==> src/rtl/div_pkg.sv <==
// Shared constants for the repeated-subtraction divider: default width and FSM state encoding.
package div_pkg;

  localparam int unsigned DEFAULT_WIDTH = 16;
  localparam int unsigned STATE_W       = 2;

  localparam logic [STATE_W-1:0] S_IDLE   = 2'd0;
  localparam logic [STATE_W-1:0] S_LOAD_B = 2'd1;
  localparam logic [STATE_W-1:0] S_SUB    = 2'd2;
  localparam logic [STATE_W-1:0] S_DONE   = 2'd3;

endpackage

==> src/rtl/div_ctrl.sv <==
// Controller FSM for the repeated-subtraction divider; busy/done decode straight from state.
module div_ctrl
  import div_pkg::*;
(
  input  logic clk,
  input  logic rst,
  input  logic start,
  input  logic bz,
  input  logic lt,
  output logic ld_r,
  output logic clr_q,
  output logic ld_d,
  output logic sub_r,
  output logic inc_q,
  output logic set_z,
  output logic busy,
  output logic done
);

  logic [STATE_W-1:0] state;
  logic [STATE_W-1:0] state_nxt;

  always_ff @(posedge clk or posedge rst) begin
    if (rst) state <= S_IDLE;
    else     state <= state_nxt;
  end

  always_comb begin
    state_nxt = state;
    ld_r      = 1'b0;
    clr_q     = 1'b0;
    ld_d      = 1'b0;
    sub_r     = 1'b0;
    inc_q     = 1'b0;
    set_z     = 1'b0;
    busy      = 1'b0;
    done      = 1'b0;
    case (state)
      S_IDLE: begin
        if (start) begin
          ld_r      = 1'b1;
          clr_q     = 1'b1;
          state_nxt = S_LOAD_B;
        end
      end
      S_LOAD_B: begin
        busy = 1'b1;
        ld_d = 1'b1;
        if (bz) begin
          set_z     = 1'b1;
          state_nxt = S_DONE;
        end else begin
          state_nxt = S_SUB;
        end
      end
      S_SUB: begin
        busy = 1'b1;
        if (lt) begin
          state_nxt = S_DONE;
        end else begin
          sub_r = 1'b1;
          inc_q = 1'b1;
        end
      end
      default: begin
        done      = 1'b1;
        state_nxt = S_IDLE;
      end
    endcase
  end

endmodule

==> src/rtl/div_repsub.sv <==
// Sequential unsigned divider by repeated subtraction; dividend and divisor arrive on one shared bus.
module div_repsub
  import div_pkg::*;
#(
  parameter int unsigned WIDTH = DEFAULT_WIDTH
) (
  input  logic             clk,
  input  logic             rst,
  input  logic             start,
  input  logic [WIDTH-1:0] data_in,
  output logic             busy,
  output logic             done,
  output logic [WIDTH-1:0] quotient,
  output logic [WIDTH-1:0] remainder,
  output logic             div_by_zero
);

  logic [WIDTH-1:0] r_q;
  logic [WIDTH-1:0] d_q;
  logic [WIDTH-1:0] q_q;
  logic             z_q;
  logic             ld_r, clr_q, ld_d, sub_r, inc_q, set_z;
  logic             bz, lt;

  assign bz = (data_in == '0);
  assign lt = (r_q < d_q);

  div_ctrl u_ctrl (
    .clk   (clk),
    .rst   (rst),
    .start (start),
    .bz    (bz),
    .lt    (lt),
    .ld_r  (ld_r),
    .clr_q (clr_q),
    .ld_d  (ld_d),
    .sub_r (sub_r),
    .inc_q (inc_q),
    .set_z (set_z),
    .busy  (busy),
    .done  (done)
  );

  // Subtract is only enabled when R >= D, so it cannot underflow.
  always_ff @(posedge clk or posedge rst) begin
    if (rst) begin
      r_q <= '0;
      d_q <= '0;
      q_q <= '0;
      z_q <= 1'b0;
    end else begin
      if (ld_r)       r_q <= data_in;
      else if (sub_r) r_q <= r_q - d_q;

      if (ld_d) d_q <= data_in;

      if (clr_q)      q_q <= '0;
      else if (set_z) q_q <= '1;
      else if (inc_q) q_q <= q_q + WIDTH'(1);

      if (clr_q)      z_q <= 1'b0;
      else if (set_z) z_q <= 1'b1;
    end
  end

  assign quotient    = q_q;
  assign remainder   = r_q;
  assign div_by_zero = z_q;

endmodule

==> config.mk <==
export PLATFORM = sky130hd
export DESIGN_NAME = div_repsub
export DESIGN_NICKNAME = d
export VERILOG_FILES = /design/src/rtl/div_pkg.sv /design/src/rtl/div_ctrl.sv /design/src/rtl/div_repsub.sv
export SDC_FILE = /design/constraint.sdc
export NUM_CORES = 1
export LEC_CHECK = 0
export ABC_AREA = 1
export BUFFER_PORTS_ARGS = -buffer_cell sky130_fd_sc_hd__buf_2
export CAP_MARGIN = 5
export CORE_MARGIN = 2
export CORE_UTILIZATION = 40
export DETAILED_ROUTE_END_ITERATION = 7
export PLACE_DENSITY_LB_ADDON = 0.3
export SLEW_MARGIN = 25
export SYNTH_ARGS = -nofsm -noshare
export SYNTH_HDL_FRONTEND = slang
export SYNTH_SLANG_ARGS = --single-unit
==> constraint.sdc <==
create_clock -name clk -period 2 [get_ports clk]
set_input_delay 0 -clock clk [delete_from_list [all_inputs] [get_ports clk]]
set_output_delay 0 -clock clk [all_outputs]
set_load 0.02 [all_outputs]
# After elaboration in Yosys (flattened, before gate mapping)
# Cells that the tools add are included.
# W data, S select, Z words.
[op_classes]
n_eq_ne = 4
magnitude_cmp = 1
reduce_logical = 8
n_mux = 20
add_sub_neg = 2
[ops]
columns = ["op", "count"]
rows = [
  ["$mux W16", 5],
  ["$add A16 B1 Y16 const B", 1],
  ["$logic_not A16 Y1", 1],
  ["$lt A16 B16 Y1", 1],
  ["$sub A16 B16 Y16", 1],
  ["$mux W1", 12],
  ["$pmux W2 S3", 1],
  ["$mux W2", 2],
  ["$ne A2 B2 Y1 const B", 2],
  ["$reduce_bool A2 Y1", 2],
  ["$reduce_bool A3 Y1", 1],
  ["$reduce_or A3 Y1", 1],
  ["$eq A2 B1 Y1 const B", 1],
  ["$eq A2 B2 Y1 const B", 1],
  ["$logic_not A2 Y1", 1],
  ["$reduce_and A2 Y1", 1],
  ["$reduce_or A2 Y1", 1],
]
[totals]
output_inout_bits = 35
regBits = 51
word_cells = 40

# Depth between registers and ports, before layout
[depth]
word_depth = 6
depth_mapped = 15
depth_no_buf = 14

# Hierarchy
# A second synthesis with hierarchy kept.
[hier_totals]
cells_unflattened = 523
area_unflattened_um2 = 3618.5
[by_module_without_submodules]
columns = ["mod", "area_each_um2", "cells_per_inst", "seq_area_each_um2", "instances"]
rows = [
  ["div_repsub", 3404.5, 493, 1226.2, 1],
  ["div_ctrl", 214.0, 30, 50.0, 1],
]

# Least setup slack after synthesis
# OpenSTA, ideal clock, no wires.
[synth_timing]
path_kind = "reg-to-reg"
start = "register r_q[0] (netlist: remainder[0])"
end = "register q_q[5] (netlist: quotient[5])"
setup_time_ns = 0.117
t_arrival_ns = 2.000
path_buffers = 1
stages_incl_launch_ff = 16
slack_ns = -0.117
required_time_ns = 1.883
synth_period_minus_slack_ns = 2.117
cell_sequence = "dfrtp_1 > inv_1 > ha_1 > inv_1 > fa_1 > nand2_1 > nand2_2 > nand3_2 > nand2_2 > nand2_2 > nand2_4 > nand2_8 > nand3_4 > buf_12 > nand2_2 > nand2_1"
[synth_via]
elab_chain_len = 4
[synth_rtl]
columns = ["element", "line_no", "text"]
rows = [
  ["start: declaration", "div_repsub.sv:18", "logic [WIDTH-1:0] r_q;"],
  ["start signal: assignment", "div_repsub.sv:52", "if (ld_r) r_q <= data_in;"],
  ["start signal: assignment", "div_repsub.sv:53", "else if (sub_r) r_q <= r_q - d_q;"],
  ["$lt A16 B16 Y1", "div_repsub.sv:26", "assign lt = (r_q < d_q);"],
  ["$mux W1", "div_ctrl.sv:58", "if (lt) begin"],
  ["$mux W1", "div_ctrl.sv:38", "case (state)"],
  ["$reduce_bool A3 Y1 (no source line)", "-", ""],
  ["end signal: assignment", "div_repsub.sv:59", "else if (inc_q) q_q <= q_q + WIDTH'(1);"],
  ["end: declaration", "div_repsub.sv:20", "logic [WIDTH-1:0] q_q;"],
]
# Every way passes these cells.
# A chain may end at the register's enable or synchronous reset.

# Worst setup path in the final report
[layout_timing]
start = "register r_q[0] (netlist: remainder[0])"
end = "register r_q[13] (netlist: remainder[13])"
[layout_via]
elab_chain_len = 4
elab_cells_between_ends = 7
[layout_rtl]
columns = ["element", "line_no"]
rows = [
  ["$lt A16 B16 Y1", "div_repsub.sv:26"],
  ["$mux W1", "div_ctrl.sv:58"],
  ["$mux W1", "div_ctrl.sv:38"],
  ["$reduce_bool A2 Y1 (no source line)", "-"],
]
# Parallel ways exist; a longest one is shown, timed or not. The select of a mux whose other input is x is not followed.

==> insert_results.sql <==
INSERT INTO impl_metrics (metric_group, metric, value, unit) VALUES
('run_status', 'outcome', 'finished clean', ''),
('setup_path', 'stage_delay_of_the_slowest_cell_on_the_critical_path', '0.42', 'ns'),
('routing', 'detail_route.wirelength', '10880', 'um'),
('floorplanning', 'top_level_ports', '54', ''),
('global_route', 'gr-total-overflow', '0', ''),
('synth', 'mappedNetlistArea', '3938', 'um^2'),
('synth', 'synth.top_cell.area_share', '0.3241', ''),
('setup_path', 'critPathRequiredTime', '2.20', 'ns'),
('routing', 'avgRoutedWirePerCell', '13.55', 'um'),
('finish', 'inserted_diodes', '0', ''),
('setup_path', 'worstPathBufferInverterCount', '3', ''),
('synth', 'synth_area_per_cell', '6.777', 'um^2'),
('placement', 'place.gp.congestion', '0.9164', ''),
('placement', 'port_buffers', '53', ''),
('placement', 'postPlaceCellArea', '4478', 'um^2'),
('placement', 'hpwl_reported_at_the_end_of_detailed_placement', '7968', 'um'),
('routing', 'drc', '0', ''),
('floorplanning', 'die_height', '103.2', 'um'),
('synth', 'yosys.area_share.adder', '0.07181', ''),
('pwr', 'power.ir.vdd_worst', '0.6932', 'mV'),
('synth', 'ys_seq_area_frac', '0.3241', ''),
('finish', 'area_delta_synth_final', '24.72', '%'),
('synth', 'post_synth_xor_xnor_area', '0.03781', ''),
('synth', 'synth_mux_area_frac', '0', ''),
('setup_path', 'critical_path.startpoint_type', 'register', ''),
('finish', 'design.final.nets', '710', ''),
('sta', 'max_slew.worst_pin.slew', '0.5831', 'ns'),
('synth', 'syn_inst', '581', ''),
('synth', 'synth_simple_gate_area_frac', '0.3883', ''),
('global_route', 'antenna_violations_before_repair', '0', ''),
('min_path', 'hp-class', 'input pin to register', ''),
('sta', 'slew-limit-headroom', '0.6107', ''),
('routing', 'routed-via-count', '3969', ''),
('routing', 'detail-route-antenna-nets', '0', ''),
('setup_path', 'critical_path.cell_chain', 'inv_2, ha_4, inv_2, fa_2, nand2_2, nand2_2, nand3_2, nand2_2, nand2_2, nand2_4, nand2_8, nor2_4, buf_12, nand2_1, nand3_1', ''),
('synth', 'dominant_combinational_cell_family_by_area_after_synthesis', 'simple AND/OR/NAND/NOR gates', ''),
('clock_network', 'cts_sinks', '51', ''),
('sta', 'clock_skew', '0.01278', 'ns'),
('placement', 'pre_cts_slack', '-0.01163', 'ns'),
('sta', 'min_period', '1.943', 'ns'),
('floorplanning', 'row_count', '36', ''),
('synth', 'synth_warnings', '0', ''),
('routing', 'detail_route.first_pass.iterations', '4', ''),
('sta', 'fin_worst_hold_slack', '0.03473', 'ns'),
('finish', 'num-fill-cells', '951', ''),
('sta', 'final-setup-viol-count', '0', ''),
('clock_network', 'clock_path_buffers', '2', ''),
('floorplanning', 'starting_density_of_the_core', '0.4066', ''),
('pwr', 'total_power', '8.727', 'mW'),
('clock_network', 'tritoncts', 'built', ''),
('global_route', 'first_pass_grt_wire_length', '17870', 'um'),
('clock_network', 'clock_slew_seen_by_the_registers_of_the_worst_setup_and_hold_paths', '0.10', 'ns'),
('sta', 'final.setup.worst_slack', '0.05747', 'ns'),
('setup_path', 'cp_slowest_cell', 'sky130_fd_sc_hd__dfrtp_2', ''),
('clock_network', 'root_buffer', 'sky130_fd_sc_hd__clkbuf_8', ''),
('synth', 'synth.distinct_cells', '37', ''),
('pwr', 'power_density', '1777', 'nW/um^2'),
('finish', 'final_design_area_excluding_fillers', '4911', 'um^2'),
('clock_network', 'cts_htree_levels', '2', ''),
('floorplanning', 'die_w', '103.2', 'um'),
('floorplanning', 'core-area', '9684', 'um^2'),
('run', 'cap_violations', '0', ''),
('routing', 'post_drt_via_cell_ratio', '4.943', ''),
('sta', 'clock.fmax', '514.8', 'MHz'),
('pwr', 'p_leak', '2.658', 'nW'),
('sta', 'rsz0062_at_grt', 'yes', ''),
('setup_path', 'path_max_fanout', '11', ''),
('floorplanning', 'die-area', '10650', 'um^2'),
('global_route', 'groute.usage.overall', '0.2129', ''),
('clock_network', 'clock_insertion_delay_worst_skew', '0.31', 'ns'),
('setup_path', 'worst_path_dominant_cell_family', 'simple AND/OR/NAND/NOR gates', '');
## worst reg2reg max path: stages (launching register included)
cell,delay (ns)
sky130_fd_sc_hd__dfrtp_2,0.42
sky130_fd_sc_hd__inv_2,0.07
sky130_fd_sc_hd__ha_4,0.12
sky130_fd_sc_hd__inv_2,0.04
sky130_fd_sc_hd__fa_2,0.36
sky130_fd_sc_hd__nand2_2,0.08
sky130_fd_sc_hd__nand2_2,0.06
sky130_fd_sc_hd__nand3_2,0.06
sky130_fd_sc_hd__nand2_2,0.06
sky130_fd_sc_hd__nand2_2,0.07
sky130_fd_sc_hd__nand2_4,0.08
sky130_fd_sc_hd__nand2_8,0.11
sky130_fd_sc_hd__nor2_4,0.05
sky130_fd_sc_hd__buf_12,0.15
sky130_fd_sc_hd__nand2_1,0.07
sky130_fd_sc_hd__nand3_1,0.06
## cells by family (layout without fill, tap and decap cells)
family,count (synthesis),in the layout
XOR/XNOR,17,17
AND/OR/NAND/NOR,338,340
flip-flops,51,51
buffers and inverters,104,191
adder cells (fa/ha/maj),22,22
AO/OA/AOI/OAI,49,49
## flip-flops by register name, indices dropped and copies added (netlist names)
signal        flops
div_by_zero       1
u_ctrl.state      2
remainder        16
quotient         16
d_q              16
## per-stage QoR
step | cells | utilization | setup TNS (ns)
global route | 803 | 0.5071 | -1.094
detailed placement | 774 | 0.4624 | -0.01210
floorplan | 581 | - | 0
CTS | 800 | 0.4912 | -0.01271
global placement | 774 | 0.4624 | 0
finish | 803 | 0.5071 | 0
## cells in the mapped netlist
library cell	n
sky130_fd_sc_hd__nand2_1	199
sky130_fd_sc_hd__inv_1	85
sky130_fd_sc_hd__dfrtp_1	51
sky130_fd_sc_hd__nand3_1	51
sky130_fd_sc_hd__nor2_1	35
sky130_fd_sc_hd__ha_1	21
sky130_fd_sc_hd__a21oi_1	20
sky130_fd_sc_hd__nand4_1	20
sky130_fd_sc_hd__o21ai_0	19
sky130_fd_sc_hd__xor2_1	16
sky130_fd_sc_hd__nand2_2	14
sky130_fd_sc_hd__clkbuf_1	9
sky130_fd_sc_hd__a21oi_2	5
sky130_fd_sc_hd__nor3_1	4
sky130_fd_sc_hd__buf_4	3
sky130_fd_sc_hd__a31oi_1	2
sky130_fd_sc_hd__and2_1	2
sky130_fd_sc_hd__buf_1	2
sky130_fd_sc_hd__inv_2	2
sky130_fd_sc_hd__nand3_4	2
sky130_fd_sc_hd__nand3b_1	2
sky130_fd_sc_hd__o21bai_1	2
sky130_fd_sc_hd__buf_12	1
sky130_fd_sc_hd__buf_2	1
sky130_fd_sc_hd__buf_6	1
sky130_fd_sc_hd__fa_1	1
sky130_fd_sc_hd__nand2_4	1
sky130_fd_sc_hd__nand2_8	1
sky130_fd_sc_hd__nand3_2	1
sky130_fd_sc_hd__nor2_2	1
sky130_fd_sc_hd__nor2_4	1
sky130_fd_sc_hd__nor3_2	1
sky130_fd_sc_hd__nor3_4	1
sky130_fd_sc_hd__o21a_1	1
sky130_fd_sc_hd__or2_1	1
sky130_fd_sc_hd__or2_4	1
sky130_fd_sc_hd__xnor2_1	1
## layer usage
layer,global-route usage,share of wire,vias to the layer above
met3,0.03091,0.046,12
met5,0,0,-
li1,-,-,2008
met2,0.3836,0.51,80
met1,0.2627,0.43,1869
met4,0.06579,0.016,0
## cell type report
cell class | instances | area [um^2] | area share
Timing Repair Buffer | 96 | 673.1 | 0.1371
Tap cell | 133 | 166.4 | 0.03389
Multi-Input combinational cell | 428 | 2379 | 0.4843
Clock buffer | 5 | 68.82 | 0.01401
Sequential cell | 51 | 1277 | 0.2601
Inverter | 87 | 326.6 | 0.06650
Clock inverter | 3 | 20.02 | 0.004076
## final timing paths
kind / from / endpoint / slack, ns / cells past startpoint
worst max-delay path: remainder[0]$_DFFE_PP0P_ / remainder[13]$_DFFE_PP0P_ / 0.06 / 15
max in group asynchronous: rst / d_q[5]$_DFFE_PP0N_ / 1.17 / 4
worst max register to register: remainder[0]$_DFFE_PP0P_ / remainder[13]$_DFFE_PP0P_ / 0.06 / 15
worst min-delay path: data_in[9] / remainder[9]$_DFFE_PP0P_ / 0.03 / 5
min in group asynchronous: rst / quotient[13]$_DFFE_PP0P_ / 0.27 / 3
worst min register to register: div_by_zero$_DFFE_PP0P_ / div_by_zero$_DFFE_PP0P_ / 0.53 / 2
## power breakdown
group	total, mW	leakage, nW	internal (mW)	switching (mW)
Clock	0.624	0.0402	0.245	0.380
Combinational	6.28	1.97	2.42	3.86
Sequential	1.82	0.648	1.47	0.351
## repair_timing
action                     CTS  global route
hold buffers                16             0
pin swaps                    1             7
hold endpoints to repair    48             0
resized for setup            0            30
setup buffers                1             3
cloned                       1             1
setup endpoints to repair    5            32
## placed cells by master (no fill, tap or decap), drive strengths merged
cell type	count
dlygate4sd3	16
nor3	6
a31oi	2
clkbuf	5
o21a	1
nor2	37
and2	2
a21oi	25
clkinv	1
clkinvlp	2
xnor2	1
buf	80
or2	2
nand3b	2
nand3	55
inv	87
ha	21
nand4	20
fa	1
dfrtp	51
nand2	216
xor2	16
o21ai	19
o21bai	2
Note: power is estimated with default switching activity, not from simulation.
